`config.mk`:
```
export PLATFORM = sky130hd
export DESIGN_NAME = subtractor_serial_8bit
export DESIGN_NICKNAME = d
export VERILOG_FILES = /design/src/rtl/subtractor_serial_8bit.sv
export SDC_FILE = /design/constraint.sdc
export NUM_CORES = 1
export LEC_CHECK = 0
export CAP_MARGIN = 25
export CELL_PAD_IN_SITES_DETAIL_PLACEMENT = 2
export CELL_PAD_IN_SITES_GLOBAL_PLACEMENT = 2
export CORE_MARGIN = 3
export CORE_UTILIZATION = 24
export DETAILED_ROUTE_END_ITERATION = 12
export GPL_ROUTABILITY_DRIVEN = 1
export GPL_TIMING_DRIVEN = 1
export PLACE_DENSITY_LB_ADDON = 0.1
export SYNTH_ARGS = -nofsm -noshare
export SYNTH_HDL_FRONTEND = slang
export SYNTH_SLANG_ARGS = --single-unit
```
`constraint.sdc`:
```
create_clock -name clk -period 1.5 [get_ports clk]
set_input_delay 0.3 -clock clk [delete_from_list [all_inputs] [get_ports clk]]
set_output_delay 0.3 -clock clk [all_outputs]
set_load 0.005 [all_outputs]
```
`src/rtl/subtractor_serial_8bit.sv`:
```
// subtractor_serial_8bit: bit-serial (LSB-first) subtractor computing a - b - bin with borrow-out and zero flag
module subtractor_serial_8bit #(
  parameter int WIDTH = 8
) (
  input  logic             clk,
  input  logic             rst,
  input  logic             start,
  input  logic [WIDTH-1:0] a,
  input  logic [WIDTH-1:0] b,
  input  logic             bin,
  output logic             busy,
  output logic             done,
  output logic [WIDTH-1:0] diff,
  output logic             bout,
  output logic             zero
);
  localparam int CW = $clog2(WIDTH);
  localparam logic [CW-1:0] LAST = CW'(WIDTH - 1);
  typedef enum logic [1:0] {IDLE, RUN, DONE} state_t;
  state_t state_q, state_d;
  logic [CW-1:0] cnt_q, cnt_d;
  logic [WIDTH-1:0] a_q, a_d, b_q, b_d, r_q, r_d, diff_q, diff_d;
  logic brw_q, brw_d, bout_q, bout_d, zero_q, zero_d;
  logic d, brw_n;
  logic [WIDTH-1:0] r_n;
  assign d     = a_q[0] ^ b_q[0] ^ brw_q;
  assign brw_n = (~a_q[0] & b_q[0]) | (~(a_q[0] ^ b_q[0]) & brw_q);
  assign r_n   = {d, r_q[WIDTH-1:1]};
  always_comb begin
    state_d = state_q;
    cnt_d   = cnt_q;
    a_d     = a_q;
    b_d     = b_q;
    brw_d   = brw_q;
    r_d     = r_q;
    diff_d  = diff_q;
    bout_d  = bout_q;
    zero_d  = zero_q;
    if (state_q == IDLE && start) begin
      a_d     = a;
      b_d     = b;
      brw_d   = bin;
      cnt_d   = '0;
      state_d = RUN;
    end else if (state_q == RUN) begin
      a_d   = a_q >> 1;
      b_d   = b_q >> 1;
      brw_d = brw_n;
      r_d   = r_n;
      cnt_d = cnt_q + 1'b1;
      // Result registers change only here, so partial sums never reach diff.
      if (cnt_q == LAST) begin
        state_d = DONE;
        diff_d  = r_n;
        bout_d  = brw_n;
        zero_d  = ~|r_n;
      end
    end else if (state_q == DONE) begin
      state_d = IDLE;
    end
  end
  always_ff @(posedge clk or posedge rst) begin
    if (rst) begin
      state_q <= IDLE;
      cnt_q   <= '0;
      a_q     <= '0;
      b_q     <= '0;
      brw_q   <= 1'b0;
      r_q     <= '0;
      diff_q  <= '0;
      bout_q  <= 1'b0;
      zero_q  <= 1'b0;
    end else begin
      state_q <= state_d;
      cnt_q   <= cnt_d;
      a_q     <= a_d;
      b_q     <= b_d;
      brw_q   <= brw_d;
      r_q     <= r_d;
      diff_q  <= diff_d;
      bout_q  <= bout_d;
      zero_q  <= zero_d;
    end
  end
  assign busy = (state_q == RUN);
  assign done = (state_q == DONE);
  assign diff = diff_q;
  assign bout = bout_q;
  assign zero = zero_q;
endmodule

```
* After elaboration in Yosys (flattened, before gate mapping)
Cells that the tools add are included.
Word-level totals: input port bits 20, logic and storage cells 43, register bits after elaboration 40, output and inout bits 12
Operators by class: equal/unequal tests 4, multiplexer cells 12, $add $sub $neg 1, reduce and logical (&&, ||, !) cells 9, bitwise operators 8
Operator list (number):
- 2-to-1 mux 8 bit | 4
- 2-to-1 mux 2 bit | 4
- OR reduction 8 bit | 1
- 2-to-1 mux 3 bit | 2
- AND reduction 2 bit | 2
- adder 3 x 1 -> 3 bit (second input constant) | 1
- equality test 3 bit (second input constant) | 1
- != test 3 x 1 -> 1 bit (second input constant) | 1
- NOT 1 bit | 3
- AND reduction 3 bit | 1
- nonzero test 3 bit | 1
- bitwise AND 1 bit | 2
- equality test 2 x 1 -> 1 bit (second input constant) | 1
- equality test 2 bit (second input constant) | 1
- zero test 2 bit | 1
- 2-to-1 mux 1 bit | 2
- nonzero test 2 bit | 1
- XOR 1 bit | 2
- logical AND 1 bit | 1
- zero test 1 bit | 1
- bitwise OR 1 bit | 1

* Depth between registers and ports, before layout
Gate-level depths: netlist of the first run.
word-level depth 6, depth in mapped cells 7, mapped depth without buffers 5

* Least setup slack after synthesis of the first run
OpenSTA, ideal clock, no wires.
path type register -> register, from register cnt_q[0], to register diff_q[0] (netlist: diff[0]), required time 1.375 ns, library setup time 0.125 ns, setup slack 0.083 ns, data arrival time 1.292 ns, path buffers 1, clock period less this slack 1.417 ns, cell stages (with the launch flop) 6, cells stage by stage dfrtp_1 > ha_1 > ha_1 > nand2_2 > buf_6 > mux2_4
On the way: longest elaborated chain between the ends 2
RTL lines:
- start, declared | RTL line 21 | logic [CW-1:0] cnt_q, cnt_d;
- start signal, assigned | RTL line 75 | cnt_q <= cnt_d;
- equality test 3 bit | RTL line 52 | if (cnt_q == LAST) begin
- AND reduction 3 bit (no source line)
- end signal, assigned | RTL line 80 | diff_q <= diff_d;
- end, declared | RTL line 22 | logic [WIDTH-1:0] a_q, a_d, b_q, b_d, r_q, r_d, diff_q, diff_d;
No other way between the ends. A chain may end at the register's enable or synchronous reset.

* Worst setup path in the final report of the first run
from register diff_q[7] (netlist: diff[7]), to output diff[7]
RTL lines:
- end, declared | RTL line 13 | output logic [WIDTH-1:0] diff,
No word-level cell between the ends.

==> out/metrics.yaml, run 1 <==
clock_tree:
  tritoncts: "done"
  clk_latency_ps: 290
  cts_root_buf: "clkbuf_8"
  htreeDepth: 2
  clk_pin_slew_worst_paths_ps: 80
  clock-sinks: 39
  cts_buffers: 5
  hold_buffers: 0
  clk_path_buf_depth: 2
final_layout:
  area_growth_pct: 41.1
  fillerInstances: 737
  drive_gt1_share_pct: 23.8
  diodes: 0
  final_nets: 218
  final_area_sq_mm: 0.00249
  postLayoutCoreUtil_pct: 35.9
  stdcell_count: 289
setup_path:
  crit_type: "reg -> out"
  r2r_start: "a_q[0]$_DFFE_PP0P_"
  r2r_cells: 3
  cp-start-kind: "flop"
  required_ps: 1200
  crit_family: "buffers and inverters"
  worst_path_largest_cell_delay_ps: 500
  crit_fanout: 2
  r2r_slack_ps: 80
  crit_chain: "clkdlybuf4s50_1"
  crit_arrival_ps: 1140
  cp-end-kind: "output pin"
  crit_path_start: "diff[7]$_DFFE_PP0P_"
  cp_num_buf_inv: 1
  r2r_end: "diff[7]$_DFFE_PP0P_"
  crit_path_top_delay_cell: "clkdlybuf4s50_1"
timing:
  fin_crit_ps: 1440
  worst_slew_pin_slew_ps: 280
  relSlewSlack_pct: 81.2
  finalHoldViolations: 0
  post-route-period-util_pct: 96.0
  finalSetupViolations: 0
  timing.fmax_mhz: 695
  hold_slack_ps: 369
  skew_ps: 10.1
  setup_tns_ps: 0
  drv_slew: 0
  setup_ws_ps: 60.7
placement:
  dp.cells: 275
  place_hpwl_um: 2730
  dpl_cell_area_sq_mm: 0.00223
  pre_cts_slack_ps: -56.2
  gp_congestion: 0.668
  io_buffers: 31
grt:
  grt_usage_pct: 10.3
  overflow: 0
  antenna_found_initial: 0
  grt_pass1_wl_um: 6960
  grt_max_degree: 40
  grt_pass1_vias: 1509
power:
  power_frac_comb_pct: 42.7
  pwr_density_cell_mw_per_mm2: 1990
  swShare_pct: 31.2
  seq_power_share_pct: 36.4
  total_power_mw: 4.95
  ir_drop_mv: 0.488
  intPower_mw: 3.41
  p_switching_mw: 1.54
  clkPwrFrac_pct: 20.9
  cellLeakagePower_nw: 1.16
synth:
  ys_ff_latch: 39
  syn_inst: 146
  ys_async_sr_fraction_pct: 100
  yosysSeqAreaShare_pct: 55.3
  synth_area_sq_mm: 0.00177
  synth_common_cells: "dfrtp_1 (39), nand2_1 (21), o21ai_1 (19)"
  synth_mux_area_share_pct: 19.9
  synth_cell_types: 24
  synth_top_family_by_area: "multiplexers"
  ys_warn_count: 0
  yosys.area_share.simple_pct: 7.80
  synth_top_area_share_pct: 55.3
  synth-edff-count: 0
  synth_nets: 172
  synth.area.top_cells: "dfrtp_1 (55%), mux2i_1 (9.1%), mux2_2 (5.7%)"
  synth_area_leader_cell: "dfrtp_1"
  synth_compound_area_share_pct: 7.16
  syn_area_per_cell_sq_um: 12.1
  synth.most_common_cell: "dfrtp_1"
  synth-xor-area-share_pct: 0.496
  synth_fa_ha_area_share_pct: 4.68
  synth_ff_type: "dfrtp_1"
job:
  cap_violations: 0
routing:
  drt_wl_total_um: 3880
  drt-wirelength-per-cell_um: 13.4
  drcViolationCount: 0
  ant_nets: 0
  firstDrtPassIters: 2
  drt-initial-drc-count: 22
  num_vias: 1250
  vias_per_cell: 4.33
die:
  ios: 32
  num_rows: 30
  coreArea_sq_mm: 0.00694
  die_x_um: 91.8
  dieArea_sq_mm: 0.00842
  fp.dieH_um: 91.8
  start_util_pct: 25.4
worst_hold_path:
  hold_path.class: "in -> async"
status:
  status: "complete, no violations"
-- tightest hold or removal path, cell delays in order --
cell and delay [ps]:
clkdlybuf4s50_1 390, inv_1 90, buf_12 240
-- power by group through the flow --
stage | sequential, mW | combinational (mW) | clock (mW)
floorplan | 1.75 | 1.29 | 0
global placement | 1.82 | 1.84 | 0
detailed placement | 1.84 | 1.93 | 0
CTS | 1.82 | 1.99 | 1.09
global route | 1.88 | 2.39 | 1.14
finish | 1.80 | 2.11 | 1.03
-- registers in the layout, indices dropped and copies added, names as in the netlist --
name	count
a_q	8
b_q	8
bout	1
brw_q	1
cnt_q	3
diff	8
r_q	7
state_q	2
zero	1
-- routing by layer --
layer  vias up  wire [um]  GRT usage, %
li1        586          -             -
met1       633       1540          11.1
met2        25       2100          18.6
met3         6        178          3.45
met4         0         61          3.71
met5         -          0             0
-- placed cells by master (no fill, tap or decap), types with 2 or more instances in the layout --
cell,count
clkdlybuf4s50_1,27
buf_12,4
nor4_1,2
dfrtp_1,39
nor2_1,4
dlymetal6s2s_1,2
nand2_1,21
ha_1,3
inv_1,4
buf_4,9
nand2b_1,2
o21ai_1,19
bufinv_16,2
o21ai_0,2
clkbuf_8,5
mux2_4,6
mux2_2,9
mux2i_1,15
-- worst max-delay path by stage --
stage	endpoint	slack (ps)	depth (start not counted)
2_1_floorplan	diff[0]$_DFFE_PP0P_	80	5
3_3_place_gp	diff[5]$_DFFE_PP0P_	-9	4
3_5_place_dp	diff[5]$_DFFE_PP0P_	-60	4
4_1_cts	state_q[0]$_DFFE_PP0P_	-7	7
5_1_grt	diff[0]	-1	1
6_report	diff[7]	60	1
-- cell type report --
type | instances | area (sq um) | share of cell area, %
clock buffer | 6 | 72.6 | 2.91
clock inverter | 2 | 60.1 | 2.41
inverter | 5 | 18.8 | 0.753
multi-input combinational | 95 | 759 | 30.5
sequential | 39 | 976 | 39.2
tap | 96 | 120 | 4.82
timing repair buffer | 46 | 484 | 19.4
-- timing repair --
item | 4_1_cts | 5_1_grt
cloned | 0 | 1
resized for setup | 11 | 15
pin swaps | 1 | 1
setup endpoints to repair | 11 | 37
buffers inserted | 1 | 4
hold endpoints to repair | 0 | 0
-- cells by family after synthesis --
group	count (synthesis)
buffers and inverters	13
AO/OA/AOI/OAI	24
XOR/XNOR	1
adder cells (fa/ha/maj)	6
AND/OR/NAND/NOR	32
multiplexers	31
flip-flops	39
(Power assumes the default switching activity.)
==> run 2: changes to the inputs <==
--- a/config.mk
+++ b/config.mk
@@ -5,6 +5,7 @@
 export SDC_FILE = /design/constraint.sdc
 export NUM_CORES = 1
 export LEC_CHECK = 0
+export ABC_CLOCK_PERIOD_IN_PS = 1500
 export CAP_MARGIN = 25
 export CELL_PAD_IN_SITES_DETAIL_PLACEMENT = 2
 export CELL_PAD_IN_SITES_GLOBAL_PLACEMENT = 2
==> results of run 2 <==
Same layout as run 1: the final DEF is identical, and so are final timing and power.
==> run 3: changes to the inputs <==
--- a/config.mk
+++ b/config.mk
@@ -5,7 +5,6 @@
 export SDC_FILE = /design/constraint.sdc
 export NUM_CORES = 1
 export LEC_CHECK = 0
-export ABC_CLOCK_PERIOD_IN_PS = 1500
 export CAP_MARGIN = 25
 export CELL_PAD_IN_SITES_DETAIL_PLACEMENT = 2
 export CELL_PAD_IN_SITES_GLOBAL_PLACEMENT = 2
==> constraint.sdc (replaced) <==
create_clock -name clk -period 1.4 [get_ports clk]
set_input_delay 0.28 -clock clk [delete_from_list [all_inputs] [get_ports clk]]
set_output_delay 0.28 -clock clk [all_outputs]
set_load 0.005 [all_outputs]
==> run 3 against run 2 <==
Against the previous run:
- the run now ends with setup timing left
- core utilization rose by 7.3 points
- combinational power rose by 61%
- clock skew rose by 6.9 ps
- setup slack got worse by 160 ps
- power rose by 29%
- clock power fell by 7%
- sequential power rose by 12%
- wire length rose by 38%
- register-to-register slack got worse by 180 ps
- design area rose by 20%
- critical path type is now reg -> reg
==> out/metrics.yaml, run 3 (synthesis results as in run 1) <==
timing:
  relSlewSlack_pct: 83.4
  hold_slack_ps: 340
  finalSetupViolations: 38
  drv_slew: 0
  setup_ws_ps: -104
  finalHoldViolations: 0
  timing.fmax_mhz: 665
  worst_slew_pin_slew_ps: 242
  fin_crit_ps: 1500
  rsz0062_at_grt: "true"
  skew_ps: 17.1
  post-route-period-util_pct: 107
routing:
  drt-wirelength-per-cell_um: 17.5
  drt_wl_total_um: 5360
  drcViolationCount: 0
  firstDrtPassIters: 3
  num_vias: 1334
  vias_per_cell: 4.36
  ant_nets: 0
  drt-initial-drc-count: 15
grt:
  overflow: 0
  grt_pass1_wl_um: 8200
  grt_pass1_vias: 1531
  antenna_found_initial: 0
  grt_usage_pct: 12.6
  grt_max_degree: 40
power:
  cellLeakagePower_nw: 1.44
  ir_drop_mv: 0.626
  intPower_mw: 4.12
  clkPwrFrac_pct: 15.1
  power_frac_comb_pct: 53.2
  total_power_mw: 6.37
  p_switching_mw: 2.25
  seq_power_share_pct: 31.7
  swShare_pct: 35.3
  pwr_density_cell_mw_per_mm2: 2120
final_layout:
  diodes: 0
  layout_commonest_cell: "dfrtp_1"
  seq_area_sq_um: 976
  layout_common_cells: "dfrtp_1 (39), clkdlybuf4s50_1 (19), o21ai_2 (17)"
  area_growth_pct: 69.7
  multiInputGateArea_sq_mm: 0.00101
  final_nets: 235
  postLayoutCoreUtil_pct: 43.2
  drive_gt1_share_pct: 54.3
  fillerInstances: 689
clock_tree:
  tritoncts: "done"
  cts_root_buf: "clkbuf_8"
  cts_buffers: 5
  clk_path_buf_depth: 2
  clk_latency_ps: 300
  clock-sinks: 39
  clk_pin_slew_worst_paths_ps: 90
  htreeDepth: 2
setup_path:
  crit_path_start: "state_q[1]$_DFFE_PP0P_"
  required_ps: 1590
  crit_type: "reg -> reg"
  r2r_end: "b_q[0]$_DFFE_PP0P_"
  r2r_start: "state_q[1]$_DFFE_PP0P_"
  r2r_cells: 6
  cp-end-kind: "flop"
  crit_arrival_ps: 1690
  endpoint: "b_q[0]$_DFFE_PP0P_"
  r2r_slack_ps: -100
  cp-start-kind: "flop"
  crit_fanout: 14
die:
  start_util_pct: 25.4
  num_rows: 30
  coreArea_sq_mm: 0.00694
  dieArea_sq_mm: 0.00842
  ios: 32
  fp.dieH_um: 91.8
  die_x_um: 91.8
placement:
  gp_congestion: 0.746
  io_buffers: 31
  pre_cts_slack_ps: -93.3
  place_hpwl_um: 2850
worst_hold_path:
  hold_path.class: "in -> async"
status:
  violations: "setup timing"
  status: "finished, violations left"
job:
  cap_violations: 0
## run 3: cell count changes in the layout (fill, tap and decap cells not counted), sizes merged
cell,before,now
clkdlybuf4s15,1,0
dlymetal6s2s,2,0
clkdlybuf4s50,27,19
clkinv,0,2
dlygate4sd2,0,10
bufinv,2,1
buf,16,32
nand2,23,22
clkbuf,6,8
## run 3: metal layers
metal / track usage [%] / share of wire, % / up-vias
met2: 21.7 / 54 / 23
met5: 0 / 0 / -
met1: 14.7 / 40 / 685
met3: 3.69 / 3.9 / 4
li1: - / - / 622
met4: 5.20 / 1.7 / 0
## run 3: worst min-delay path by stage
stage / cells past startpoint / slack (ps) / end
after detailed placement: 2 / 480 / bout$_DFFE_PP0P_
after global placement: 2 / 470 / bout$_DFFE_PP0P_
after CTS: 3 / 340 / r_q[1]$_DFFE_PP0P_
after global routing: 3 / 360 / r_q[1]$_DFFE_PP0P_
after floorplan: 2 / 400 / a_q[0]$_DFFE_PP0P_
final: 3 / 340 / r_q[1]$_DFFE_PP0P_
## run 3: critical path, stage by stage, from the launching register on
cell and delay, ps:
dfrtp_1 410, inv_2 80, buf_6 100, ha_4 140, buf_4 250, mux2i_1 310, o21ai_2 100
## run 3: cell type report
| class | instances | share of cell area, % |
|---|---|---|
| multi-input combinational | 94 | 33.6 |
| sequential | 39 | 32.6 |
| timing repair buffer | 64 | 25.3 |
| tap | 96 | 4.01 |
| clock buffer | 5 | 2.30 |
| clock inverter | 3 | 1.46 |
| inverter | 5 | 0.710 |
## run 3: stage by stage
step / setup TNS [ps] / instances / instance area [sq um]
5_1_grt: -4180 / 306 / 3000
3_5_place_dp: -1960 / 277 / 2270
2_1_floorplan: 0 / 146 / 1770
4_1_cts: -1070 / 302 / 2730
6_report: -2220 / 306 / 3000
3_3_place_gp: -420 / 277 / 2270
## run 3: repair_timing
item | 4_1_cts | 5_1_grt
setup endpoints to repair | 46 | 41
setup buffers | 14 | 2
resized for setup | 61 | 53
hold buffers | 0 | 0
pin swaps | 8 | 16
gates cloned | 4 | 3
## run 3: power groups by stage
stage               clock network [mW]  registers [mW]  logic, mW
global route                      1.03            2.09       3.67
detailed placement                   0            1.98       2.08
CTS                               1.01            1.96       2.82
finish                           0.962            2.02       3.39
floorplan                            0            1.87       1.38
global placement                     0            1.95       1.98
